## src/rtl/axil_reg_slave.sv

```systemverilog
// rtl/axil_reg_slave.sv - AXI4-Lite register-file responder
// Purpose: two RW registers (CTRL, DATA) and two RO counters (WR_COUNT, RD_COUNT)
//          behind independent write and read channel FSMs.
// Optional feature: AXIL_REG_SLAVE_DECERR_EN makes unmapped accesses return DECERR.
// Ports:
//   s_axi_aclk, s_axi_aresetn   - clock, async active-low reset
//   s_axi_aw*/s_axi_w*/s_axi_b* - write address, write data, write response
//   s_axi_ar*/s_axi_r*          - read address, read data/response
//   ctrl_o                      - live CTRL register value
module axil_reg_slave #(
  parameter int DATA_WIDTH = 32,
  parameter int ADDR_WIDTH = 8,
  parameter int RESP_WIDTH = 3
) (
  input  logic                    s_axi_aclk,
  input  logic                    s_axi_aresetn,
  input  logic [ADDR_WIDTH-1:0]   s_axi_awaddr,
  input  logic                    s_axi_awvalid,
  output logic                    s_axi_awready,
  input  logic [DATA_WIDTH-1:0]   s_axi_wdata,
  input  logic [DATA_WIDTH/8-1:0] s_axi_wstrb,
  input  logic                    s_axi_wvalid,
  output logic                    s_axi_wready,
  output logic [RESP_WIDTH-1:0]   s_axi_bresp,
  output logic                    s_axi_bvalid,
  input  logic                    s_axi_bready,
  input  logic [ADDR_WIDTH-1:0]   s_axi_araddr,
  input  logic                    s_axi_arvalid,
  output logic                    s_axi_arready,
  output logic [DATA_WIDTH-1:0]   s_axi_rdata,
  output logic [RESP_WIDTH-1:0]   s_axi_rresp,
  output logic                    s_axi_rvalid,
  input  logic                    s_axi_rready,
  output logic [DATA_WIDTH-1:0]   ctrl_o
);

  localparam int STRB_WIDTH = DATA_WIDTH / 8;
  localparam logic [RESP_WIDTH-1:0] RESP_OKAY   = RESP_WIDTH'(0);
  localparam logic [RESP_WIDTH-1:0] RESP_SLVERR = RESP_WIDTH'(2);
`ifdef AXIL_REG_SLAVE_DECERR_EN
  localparam logic [RESP_WIDTH-1:0] RESP_UNMAPPED = RESP_WIDTH'(3);
`else
  localparam logic [RESP_WIDTH-1:0] RESP_UNMAPPED = RESP_WIDTH'(0);
`endif

  typedef enum logic [1:0] {W_IDLE, W_ADDR, W_DATA, W_RESP} w_state_e;
  typedef enum logic {R_IDLE, R_DATA} r_state_e;

  w_state_e w_state_q, w_state_d;
  r_state_e r_state_q, r_state_d;

  // Holds the ready outputs low until the first edge after reset release.
  logic active_q, active_d;

  logic [ADDR_WIDTH-1:0] awaddr_q, awaddr_d;
  logic [DATA_WIDTH-1:0] wdata_q, wdata_d;
  logic [STRB_WIDTH-1:0] wstrb_q, wstrb_d;
  logic [RESP_WIDTH-1:0] bresp_q, bresp_d;
  logic [DATA_WIDTH-1:0] rdata_q, rdata_d;
  logic [RESP_WIDTH-1:0] rresp_q, rresp_d;
  logic [DATA_WIDTH-1:0] ctrl_q, ctrl_d;
  logic [DATA_WIDTH-1:0] data_q, data_d;
  logic [DATA_WIDTH-1:0] wr_count_q, wr_count_d;
  logic [DATA_WIDTH-1:0] rd_count_q, rd_count_d;

  logic                  aw_hs, w_hs, ar_hs;
  logic                  wr_fire;
  logic [ADDR_WIDTH-1:0] wr_addr;
  logic [DATA_WIDTH-1:0] wr_data;
  logic [STRB_WIDTH-1:0] wr_strb;

  function automatic logic addr_unmapped(input logic [ADDR_WIDTH-1:0] a);
    return (a >> 4) != '0;
  endfunction

  function automatic logic [DATA_WIDTH-1:0] merge_bytes(
    input logic [DATA_WIDTH-1:0] old_v,
    input logic [DATA_WIDTH-1:0] new_v,
    input logic [STRB_WIDTH-1:0] strb
  );
    logic [DATA_WIDTH-1:0] r;
    r = old_v;
    for (int i = 0; i < STRB_WIDTH; i++) begin
      if (strb[i]) r[8*i +: 8] = new_v[8*i +: 8];
    end
    return r;
  endfunction

  assign s_axi_awready = active_q && (w_state_q == W_IDLE || w_state_q == W_DATA);
  assign s_axi_wready  = active_q && (w_state_q == W_IDLE || w_state_q == W_ADDR);
  assign s_axi_bvalid  = (w_state_q == W_RESP);
  assign s_axi_bresp   = bresp_q;
  assign s_axi_arready = active_q && (r_state_q == R_IDLE);
  assign s_axi_rvalid  = (r_state_q == R_DATA);
  assign s_axi_rdata   = rdata_q;
  assign s_axi_rresp   = rresp_q;
  assign ctrl_o        = ctrl_q;

  assign aw_hs = s_axi_awvalid && s_axi_awready;
  assign w_hs  = s_axi_wvalid && s_axi_wready;
  assign ar_hs = s_axi_arvalid && s_axi_arready;

  assign active_d = 1'b1;

  // Write channel: capture whichever of AW/W arrives first, commit on the second.
  always_comb begin
    w_state_d  = w_state_q;
    awaddr_d   = awaddr_q;
    wdata_d    = wdata_q;
    wstrb_d    = wstrb_q;
    bresp_d    = bresp_q;
    ctrl_d     = ctrl_q;
    data_d     = data_q;
    wr_count_d = wr_count_q;
    wr_fire    = 1'b0;
    wr_addr    = awaddr_q;
    wr_data    = wdata_q;
    wr_strb    = wstrb_q;

    case (w_state_q)
      W_IDLE: begin
        if (aw_hs && w_hs) begin
          wr_fire = 1'b1;
          wr_addr = s_axi_awaddr;
          wr_data = s_axi_wdata;
          wr_strb = s_axi_wstrb;
        end else if (aw_hs) begin
          awaddr_d  = s_axi_awaddr;
          w_state_d = W_ADDR;
        end else if (w_hs) begin
          wdata_d   = s_axi_wdata;
          wstrb_d   = s_axi_wstrb;
          w_state_d = W_DATA;
        end
      end
      W_ADDR: begin
        if (w_hs) begin
          wr_fire = 1'b1;
          wr_data = s_axi_wdata;
          wr_strb = s_axi_wstrb;
        end
      end
      W_DATA: begin
        if (aw_hs) begin
          wr_fire = 1'b1;
          wr_addr = s_axi_awaddr;
        end
      end
      W_RESP: begin
        if (s_axi_bready) w_state_d = W_IDLE;
      end
      default: w_state_d = W_IDLE;
    endcase

    if (wr_fire) begin
      w_state_d = W_RESP;
      if (addr_unmapped(wr_addr)) begin
        bresp_d = RESP_UNMAPPED;
      end else begin
        case (wr_addr[3:2])
          2'd0: begin
            ctrl_d     = merge_bytes(ctrl_q, wr_data, wr_strb);
            bresp_d    = RESP_OKAY;
            wr_count_d = wr_count_q + 1'b1;
          end
          2'd1: begin
            data_d     = merge_bytes(data_q, wr_data, wr_strb);
            bresp_d    = RESP_OKAY;
            wr_count_d = wr_count_q + 1'b1;
          end
          default: bresp_d = RESP_SLVERR;
        endcase
      end
    end
  end

  // Read channel: data sampled from the _q registers, so a write committing on
  // the same edge is not yet visible.
  always_comb begin
    r_state_d  = r_state_q;
    rdata_d    = rdata_q;
    rresp_d    = rresp_q;
    rd_count_d = rd_count_q;

    case (r_state_q)
      R_IDLE: begin
        if (ar_hs) begin
          r_state_d  = R_DATA;
          rd_count_d = rd_count_q + 1'b1;
          if (addr_unmapped(s_axi_araddr)) begin
            rdata_d = '0;
            rresp_d = RESP_UNMAPPED;
          end else begin
            rresp_d = RESP_OKAY;
            case (s_axi_araddr[3:2])
              2'd0:    rdata_d = ctrl_q;
              2'd1:    rdata_d = data_q;
              2'd2:    rdata_d = wr_count_q;
              default: rdata_d = rd_count_q;
            endcase
          end
        end
      end
      R_DATA: begin
        if (s_axi_rready) r_state_d = R_IDLE;
      end
      default: r_state_d = R_IDLE;
    endcase
  end

  always_ff @(posedge s_axi_aclk or negedge s_axi_aresetn) begin
    if (!s_axi_aresetn) begin
      w_state_q  <= W_IDLE;
      r_state_q  <= R_IDLE;
      active_q   <= 1'b0;
      awaddr_q   <= '0;
      wdata_q    <= '0;
      wstrb_q    <= '0;
      bresp_q    <= '0;
      rdata_q    <= '0;
      rresp_q    <= '0;
      ctrl_q     <= '0;
      data_q     <= '0;
      wr_count_q <= '0;
      rd_count_q <= '0;
    end else begin
      w_state_q  <= w_state_d;
      r_state_q  <= r_state_d;
      active_q   <= active_d;
      awaddr_q   <= awaddr_d;
      wdata_q    <= wdata_d;
      wstrb_q    <= wstrb_d;
      bresp_q    <= bresp_d;
      rdata_q    <= rdata_d;
      rresp_q    <= rresp_d;
      ctrl_q     <= ctrl_d;
      data_q     <= data_d;
      wr_count_q <= wr_count_d;
      rd_count_q <= rd_count_d;
    end
  end

endmodule

```

## config.mk

```make
export PLATFORM = sky130hd
export DESIGN_NAME = axil_reg_slave
export DESIGN_NICKNAME = d
export VERILOG_FILES = /design/src/rtl/axil_reg_slave.sv
export SDC_FILE = /design/constraint.sdc
export NUM_CORES = 1
export LEC_CHECK = 0
export CORE_MARGIN = 2
export CORE_UTILIZATION = 50
export CTS_CLUSTER_SIZE = 40
export DETAILED_ROUTE_END_ITERATION = 12
export DONT_BUFFER_PORTS = 1
export SLEW_MARGIN = 20
export SYNTH_ARGS = -nofsm -noshare
export SYNTH_HDL_FRONTEND = slang
export SYNTH_SLANG_ARGS = --single-unit
```

## constraint.sdc

```tcl
create_clock -name s_axi_aclk -period 3.93 [get_ports s_axi_aclk]
set_clock_uncertainty 0.15 [all_clocks]
set_input_delay 0.393 -clock s_axi_aclk [delete_from_list [all_inputs] [get_ports s_axi_aclk]]
set_output_delay 0.393 -clock s_axi_aclk [all_outputs]
set_load 0.05 [all_outputs]
```

==> results, run 1 <==
- The library cell occupying the most area in the post-synthesis netlist is sky130_fd_sc_hd__dfrtp_1.
- The number of warnings printed during yosys synthesis is 0.
- The portion of netlist area occupied by mux cells is 24.3%.
- The internal power summed over all cells is 4.91 mW.
- The worst path in the final design needs a cycle of ~3300 ps, including I/O delays and setup.
- The final number of setup-violating endpoints is 0.
- The most numerous cell in the Yosys netlist is sky130_fd_sc_hd__dfrtp_1.
- The power per unit of standard cell area is between 600 and 700 nW/µm².
- The chip width is 143 µm.
- The power consumption is slightly above 7 mW.
- In this run the post-CTS setup repair buffer count came out at 0.
- The main combinational cell family by area after synthesis is multiplexers.
- By count the netlist is led by sky130_fd_sc_hd__dfrtp_1 (207), sky130_fd_sc_hd__mux2_2 (137), sky130_fd_sc_hd__a22o_1 (33), sky130_fd_sc_hd__xor2_1 (33), sky130_fd_sc_hd__mux4_2 (32).
- For this run, global-route usage on met2 was measured as 38.7%.
- Once detailed placement completed, the half-perimeter wirelength came to 14100 µm.
- The die outline area is 20300 µm².
- In this run, distinct cell masters in the synthesized netlist total 46.
- The detailed router finished its first iteration with 299 violations.
- The top-level port count is 134.
- The relative contribution of sequential cells to total power is roughly 48%.
- The placed cell area is around 9800 µm².
- Of the post-synthesis cell area, the dominant cell type holds around 54%.
- The reg-to-reg startpoint is w_state_q[0].
- Of the total power, the share spent switching nets is 31.6%.
- The number of hold-repair buffers added at the cts stage is 46.
- In this run the register-to-register setup slack is between 600 and 700 ps.
- For met3 alone, demand over resource in global routing was 4.81%.
- TritonCTS built the clock tree.
- Cells with a size suffix above 1 make up 30.7% of the layout.
- The synthesized netlist devotes less than 1% of its cell area to adder and majority cells.
- The most used flip-flop cell after synthesis is sky130_fd_sc_hd__dfrtp_1.
- Synthesis produced a netlist whose cell count is about 700.
- The clock sink count is 207.
- For this run, design rule violations remaining after detail routing come to 0.
- The worst-case reg-to-reg path depth is 5.
- Once layout is done, the placed cells without fillers occupy approximately 11000 µm².
- The total count of max-transition violations in the final report is 0.
- The number of hold-slack violations in the final timing report is a little over 200.
- For this run, the post-layout net count is 809.
- STA classifies the critical path endpoint as a flop.
- The count of maximum capacitance violations is 0.
- The max-slew headroom at the worst pin is 29.7%.
- The maximum level of the CTS H-tree is 1.
- The number of filler cells placed in the layout is 1489.
- The share of flip-flops with an asynchronous set or reset after synthesis is between 90% and 100%.
- The fmax is 307 MHz.
- The clock slew seen by the registers of the worst setup and hold paths is around 60 ps.
- The root buffer selected by CTS is sky130_fd_sc_hd__clkbuf_16.
- The critical path goes through and2_1, nor4b_4, nand3_4, nor4_4, mux2_2.
- The family with the most delay on the worst path is simple AND/OR/NAND/NOR gates.
- The leakage power is 5.04 nW.
- In this run the worst path has a maximum fanout of 26.
- After Yosys synthesis, XOR and XNOR cells account for 5.65% of the synthesized area.
- The share of total power dissipated in the clock network is 33.1%.
- The number of input and output port buffers inserted is 0.
- The total overflow left after global routing is 0.
- Buffers inserted during clock tree synthesis total 23.
- The antenna diode instance count is 0.
- The fraction of met1 tracks used by global routing is 28.1%.
- At the end of routability-driven placement, the weighted congestion stood at between 0.7 and 0.8.
- Dividing the detail-routed via count by the number of cells gives 5.95.
- After Yosys synthesis, and, or, nand and nor cells account for 9.94% of the synthesized area.
- The layer with the highest usage is met2.
- Global routing consumed, over all layers together, 22.0% of the routing resources.
- The number of rows in the core area is 50.
- The actual slew at the worst max-slew pin is 1020 ps.
- Data on the critical path arrives at its endpoint at 3500 ps.
- The core footprint is 18800 µm².
- The total negative setup slack is 0 ps.
- The final reports fail on negative hold slack.
- The start point of the critical path is w_state_q[0].
- For this design, the slowest cell found on the critical path is sky130_fd_sc_hd__nor4_4.
- The share of the Yosys chip area taken by registers is 53.9%.
- The tightest hold path in the finished design has a slack of -567 ps.
- Counting flops and latches in the post-synthesis netlist gives 207.
- The average instance area after synthesis is approximately 14 µm².
- The initial standard-cell utilization of the core is 51.2%.
- Summed over all nets, the switching power comes to 2.27 mW.
- The clock insertion delay at the later pin of the skew report is about 510 ps.
- The final cycle utilization of the critical path is 83.0%.
- The critical setup path kind is flop to flop.
- STA classifies the critical path startpoint as a flop.
- In this run the deepest clock path goes through 3 buffers.
- The first-pass iteration count of the detailed router is 4.
- For the worst setup path, the data required time is roughly 4200 ps.
- The terminus of the critical flop-to-flop path is data_q[4].
- The area of combinational cells with multiple inputs is 4260 µm².
- The fraction of the mapped netlist area in compound gates is under 10%.
- The via count of the first global-routing pass is around 6200.
- The average detailed-routed wire length per instance is ~22 µm.
- Summing over every cut layer, the via total after detailed routing is just under 6000.
- Summing all flip-flop and latch instances after layout gives a little over 5000 µm².
- The worst voltage drop across the vdd grid is 0.362 mV.
- The tightest min-delay check is of the primary input to async pin type.
- The vertical die dimension is 143 µm.
- Of the total power, combinational logic draws 19.0%.
- Sorting the synthesized cells by area gives the leading types as sky130_fd_sc_hd__dfrtp_1 (54%), sky130_fd_sc_hd__mux2_2 (16%), sky130_fd_sc_hd__mux4_2 (7.5%), sky130_fd_sc_hd__a22o_1 (3.0%), sky130_fd_sc_hd__xor2_1 (3.0%).
- The flow ran to the end, but the final reports show violations.
- The post-layout utilization of the core is 59.4%.
- The count of nets left with antenna violations once routing finished came out at 0.
- The final cell count without fillers is 999.
- The synthesized netlist occupies a cell area of 9610 µm².
- The pin count of the biggest net entering global routing is 208.
- The first global-routing pass estimated 34700 µm of wire.
- The number of antenna violations at the first check in global routing is 0.
- After detailed routing, the total wire length is 22000 µm.
- For this run, the slowest stage of the critical path takes 790 ps.
- Counting flops with a built-in enable in the synthesized netlist gives 0.
- The layout-stage area growth over the synthesis result is 16.0%.
- The total of cells resized after clock tree synthesis is 0.
- Setup repair after global routing left no endpoint under its margin.
- The critical path buffer and inverter count is 0.
- After detailed placement, the design holds a cell count of 911.
how the worst max path moves through the flow:
stage / cells past startpoint / to / slack [ps]
floorplan: 5 / data_q[10] / 1300
global placement: 5 / data_q[29] / 730
detailed placement: 5 / data_q[9] / 650
CTS: 5 / data_q[4] / 630
global route: 5 / data_q[4] / 490
finish: 5 / data_q[4] / 670
power by group through the flow:
stage	clock network (mW)	registers, mW	logic [mW]
after floorplan	0	3.34	1.14
after global placement	0	3.45	1.28
after detailed placement	0	3.48	1.33
after CTS	2.42	3.44	1.38
after global routing	2.51	3.52	1.49
final	2.37	3.44	1.36
metrics by stage:
step	hold WS (ps)	setup WS [ps]
5_1_grt	-592	487
4_1_cts	-584	626
6_report	-567	668
3_5_place_dp	-44.1	649
2_1_floorplan	-52.6	1300
3_3_place_gp	-45.8	730
cells in the final DEF (no fill, tap or decap), types with 12 or more instances in the layout:
master,count
sky130_fd_sc_hd__nand2_1,30
sky130_fd_sc_hd__dlygate4sd3_1,46
sky130_fd_sc_hd__mux4_2,32
sky130_fd_sc_hd__nand4_1,19
sky130_fd_sc_hd__mux2_2,137
sky130_fd_sc_hd__nand3_1,20
sky130_fd_sc_hd__inv_1,13
sky130_fd_sc_hd__xor2_1,33
sky130_fd_sc_hd__clkbuf_16,23
sky130_fd_sc_hd__a22o_1,33
sky130_fd_sc_hd__xnor2_1,29
sky130_fd_sc_hd__nor3_1,25
sky130_fd_sc_hd__dfrtp_1,207
sky130_fd_sc_hd__nor4_1,12
sky130_fd_sc_hd__nor2_1,15
layer usage:
layer,routed length (µm),share of wire (%)
met1,9110,41
met2,11300,51
met3,1200,5.4
met4,365,1.7
met5,0,0
kinds of logic after synthesis:
| kind of cell | count (synthesis) |
|---|---|
| flip-flops | 207 |
| multiplexers | 176 |
| AND/OR/NAND/NOR | 161 |
| XOR/XNOR | 62 |
| buffers and inverters | 45 |
| AO/OA/AOI/OAI | 43 |
| adder cells (fa/ha/maj) | 2 |
| other | 2 |
worst register-to-register path: stages (launching register included):
cell and delay, ps:
sky130_fd_sc_hd__dfrtp_1 450, sky130_fd_sc_hd__and2_1 420, sky130_fd_sc_hd__nor4b_4 500, sky130_fd_sc_hd__nand3_4 410
sky130_fd_sc_hd__nor4_4 790, sky130_fd_sc_hd__mux2_2 420
flip-flops by register name, indices dropped and copies added (netlist names):
signal,count
data_q,32
s_axi_bresp,1
s_axi_rvalid,1
w_state_q,2
ctrl_o,32
rd_count_q,32
active_q,1
wr_count_q,32
wstrb_q,4
awaddr_q,6
s_axi_rdata,32
wdata_q,32
final cells by class:
class | count | share of cell area (%)
sequential | 207 | 46.5
multi-input combinational | 450 | 38.2
clock buffer | 30 | 5.94
timing repair buffer | 53 | 4.60
tap | 234 | 2.63
clock inverter | 12 | 1.72
inverter | 13 | 0.438
No activity file was read; power rests on OpenSTA's default activity.
==> run 2, diff against run 1 <==
--- a/config.mk
+++ b/config.mk
@@ -10,6 +10,7 @@
 export CTS_CLUSTER_SIZE = 40
 export DETAILED_ROUTE_END_ITERATION = 12
 export DONT_BUFFER_PORTS = 1
+export PLACE_DENSITY = 0.68
 export SLEW_MARGIN = 20
 export SYNTH_ARGS = -nofsm -noshare
 export SYNTH_HDL_FRONTEND = slang
==> constraint.sdc (replaced) <==
create_clock -name s_axi_aclk -period 2.8 [get_ports s_axi_aclk]
set_clock_uncertainty 0.15 [all_clocks]
set_input_delay 0.28 -clock s_axi_aclk [delete_from_list [all_inputs] [get_ports s_axi_aclk]]
set_output_delay 0.28 -clock s_axi_aclk [all_outputs]
set_load 0.05 [all_outputs]
==> run 2 against run 1 <==
- the flow still finishes with violations (negative hold slack)
- global-route usage increased by 0.58 points
- count of clock-buffer cells in the layout fell by 1
- utilization grew 0.33 points
- hold slack lost 90 ps
- cell count increased by 1.8%
- flip-flop and latch count unchanged
- setup slack got worse by 560 ps
- sequential share of layout area decreased by 0.25 points
- wire length increased by 1.7%
- register-to-register slack worse by 560 ps
- critical endpoint is now data_q[8]
- largest power group unchanged
==> results, run 2 (synthesis gave the netlist of run 1 again) <==
- The HPWL after detailed placement is 14300 µm (was 14100 µm).
- The clock tree from TritonCTS is built (unchanged).
- The final worst setup slack is 105 ps (was 668 ps).
- The initial standard-cell utilization of the core was 51.2% (unchanged).
- The number of filler cells placed in the layout is 1439 (was 1489).
- The fraction of met1 tracks used by global routing is 28.5% (was 28.1%).
- The routing usage on met3 is 5.45% (was 4.81%).
- The count of maximum capacitance violations is 0 (unchanged).
- The overall via count from detail_route is 6071 (was 5947).
- The remaining number of nets flagged by the antenna check after routing came to 0 (unchanged).
- The worst voltage drop across the vdd grid is 0.601 mV (was 0.362 mV).
- The core footprint is 18800 µm² (unchanged).
- The routed wire length is 22400 µm (was 22000 µm).
- The critical setup path kind is flop to flop (unchanged).
- The vias per cell is 5.97 (was 5.95).
- The final instance area is 11200 µm² (was 11100 µm²).
- The actual slew at the worst max-slew pin is 1010 ps (was 1020 ps).
- The number of hold-repair buffers added at the cts stage was 51 (was 46).
- The data required time of the critical path came to 3010 ps (was 4170 ps).
- The clock sink count is 207 (unchanged).
- The number of antenna violations at the first check in global routing is 0 (unchanged).
- The ratio of cells with drive above 1 in the final layout was 31.4% (was 30.7%).
- The number of buffers on the longest clock path came to 3 (unchanged).
- The minimum clock period is 2690 ps (was 3260 ps).
- The total DRC errors in the routed layout is 0 (unchanged).
- The max-slew headroom at the worst pin is 30.5% (was 29.7%).
- The final cycle utilization of the critical path is 96.2% (was 83.0%).
- The number of buffers inserted during clock tree synthesis is 23 (unchanged).
- The fmax is 371 MHz (was 307 MHz).
- The wire length of the first global-routing pass came to 35600 µm (was 34700 µm).
- The total count of max-transition violations in the final report came to 0 (unchanged).
- The number of placed instances with taps included came to 927 (was 911).
- The power per unit of standard cell area was 868 nW/µm² (was 644 nW/µm²).
- The final number of setup-violating endpoints was 0 (unchanged).
- Result of the run: finished, violations left (unchanged).
- The final cell count without fillers is 1017 (was 999).
- The post-route worst hold slack is -657 ps (was -567 ps).
- The number of hold-slack violations in the final timing report is 207 (unchanged).
- The setup fix buffers added after clock tree synthesis was 0 (unchanged).
- The number of input and output port buffers inserted was 0 (unchanged).
- The pin count of the biggest net entering global routing is 208 (unchanged).
- The all-layer global routing usage came to 22.6% (was 22.0%).
- The startpoint type of the worst setup path is a flop (unchanged).
- The top-level port count came to 134 (unchanged).
- The layout net count is 830 (was 809).
- The clock slew seen by the registers of the worst setup and hold paths is 60 ps (about the same).
- The first-pass iteration count of the detailed router is 4 (unchanged).
- The average detailed-routed wire length per instance came to 22.0 µm (about the same).
- The maximum level of the CTS H-tree is 1 (unchanged).
- The leakage power is 5.09 nW (was 5.04 nW).
- The worst min-delay path class is primary input to async pin (unchanged).
- Commonest cells after routing, fill and taps aside: sky130_fd_sc_hd__dfrtp_1 (207), sky130_fd_sc_hd__mux2_2 (137), sky130_fd_sc_hd__dlygate4sd3_1 (49) (was sky130_fd_sc_hd__dfrtp_1 (207), sky130_fd_sc_hd__mux2_2 (137), sky130_fd_sc_hd__dlygate4sd3_1 (46)).
- The layer with the highest usage is met2 (unchanged).
- The vertical die dimension was 143 µm (unchanged).
- The critical path data arrival time came to 2910 ps (was 3500 ps).
- The layout-stage area growth over the synthesis result came to 16.7% (was 16.0%).
- The placed cell area is 9950 µm² (was 9830 µm²).
- The root buffer selected by CTS was sky130_fd_sc_hd__clkbuf_16 (unchanged).
- The sum of overflow across all layers after global routing came to 0 (unchanged).
- The antenna diode instance count came to 0 (unchanged).
- The highest fanout seen on the critical path came to 8 (was 26).
- The most frequent standard cell in the layout excluding fill and tap cells is sky130_fd_sc_hd__dfrtp_1 (unchanged).
- The die outline area is 20300 µm² (unchanged).
- Failing checks: negative hold slack (unchanged).
- The total negative setup slack is 0 ps (unchanged).
- The clock insertion delay at the later pin of the skew report is 500 ps (was 510 ps).
- The routability congestion estimate from global placement is 0.828 (was 0.783).
- The number of rows in the core area is 50 (unchanged).
- The kind of end point of the critical path is a flop (unchanged).
- The chip width is 143 µm (unchanged).
- The via count of the first global-routing pass was 6522 (was 6180).
- The worst-case reg-to-reg path depth came to 6 (was 5).
- The met2 capacity usage during global routing is 39.1% (was 38.7%).
- The setup slack at placement came to 61.0 ps (was 649 ps).
- The number of DRC markers in iteration 0 is 382 (was 299).
==> run 2: cell count changes in the layout (fill, tap and decap cells not counted), sizes merged <==
cell | previous run | this run
clkbuf | 30 | 29
buf | 7 | 25
clkinvlp | 1 | 0
clkinv | 5 | 7
bufinv | 5 | 2
dlygate4sd3 | 46 | 49
==> run 2: area by class of cell <==
type	instances	area [µm²]	area share [%]
clock inverter	10	104	0.927
clock buffer	29	608	5.43
inverter	13	48.8	0.435
timing repair buffer	74	711	6.34
tap	234	293	2.61
sequential	207	5180	46.2
multi-input combinational	450	4260	38.0
==> run 2: through the flow <==
step	power [mW]	util (%)
after floorplan	6.30	-
after global placement	6.65	53.0
after detailed placement	6.79	53.0
after CTS	9.80	59.7
after global routing	10.2	59.7
final	9.72	59.7
==> run 2: layer usage <==
layer	wire length [µm]	share of wire, %
met1	9150	41
met2	11300	51
met3	1340	6.0
met4	578	2.6
met5	0	0
==> run 2: repair_timing <==
item / 4_1_cts / 5_1_grt
endpoints found under the setup margin: 0 / 8
gates resized for setup: 0 / 1
hold endpoints to repair: 350 / 207
==> run 2: power breakdown <==
group / switching [mW] / internal, mW
logic: 0.889 / 1.13
registers: 1.14 / 3.69
clock network: 1.16 / 1.72
total: 3.19 / 6.54
==> run 2: final timing paths <==
kind | startpoint | endpoint | slack [ps]
max | w_state_q[1] | data_q[8] | 110
min | s_axi_aresetn | wdata_q[3] | -660
max reg2reg | w_state_q[1] | data_q[8] | 110
min reg2reg | rd_count_q[31] | rd_count_q[31] | 330
max in group asynchronous | s_axi_aresetn | rd_count_q[18] | 2850
min in group s_axi_aclk | s_axi_araddr[2] | s_axi_rdata[7] | 20
==> run 2: worst max-delay path: stages (launching register included) <==
cell and delay, ps:
sky130_fd_sc_hd__dfrtp_1 460, sky130_fd_sc_hd__nor2_1 390, sky130_fd_sc_hd__nor2_1 150, sky130_fd_sc_hd__mux2i_1 800, sky130_fd_sc_hd__nor4_4 60, sky130_fd_sc_hd__buf_4 220, sky130_fd_sc_hd__mux2_1 320
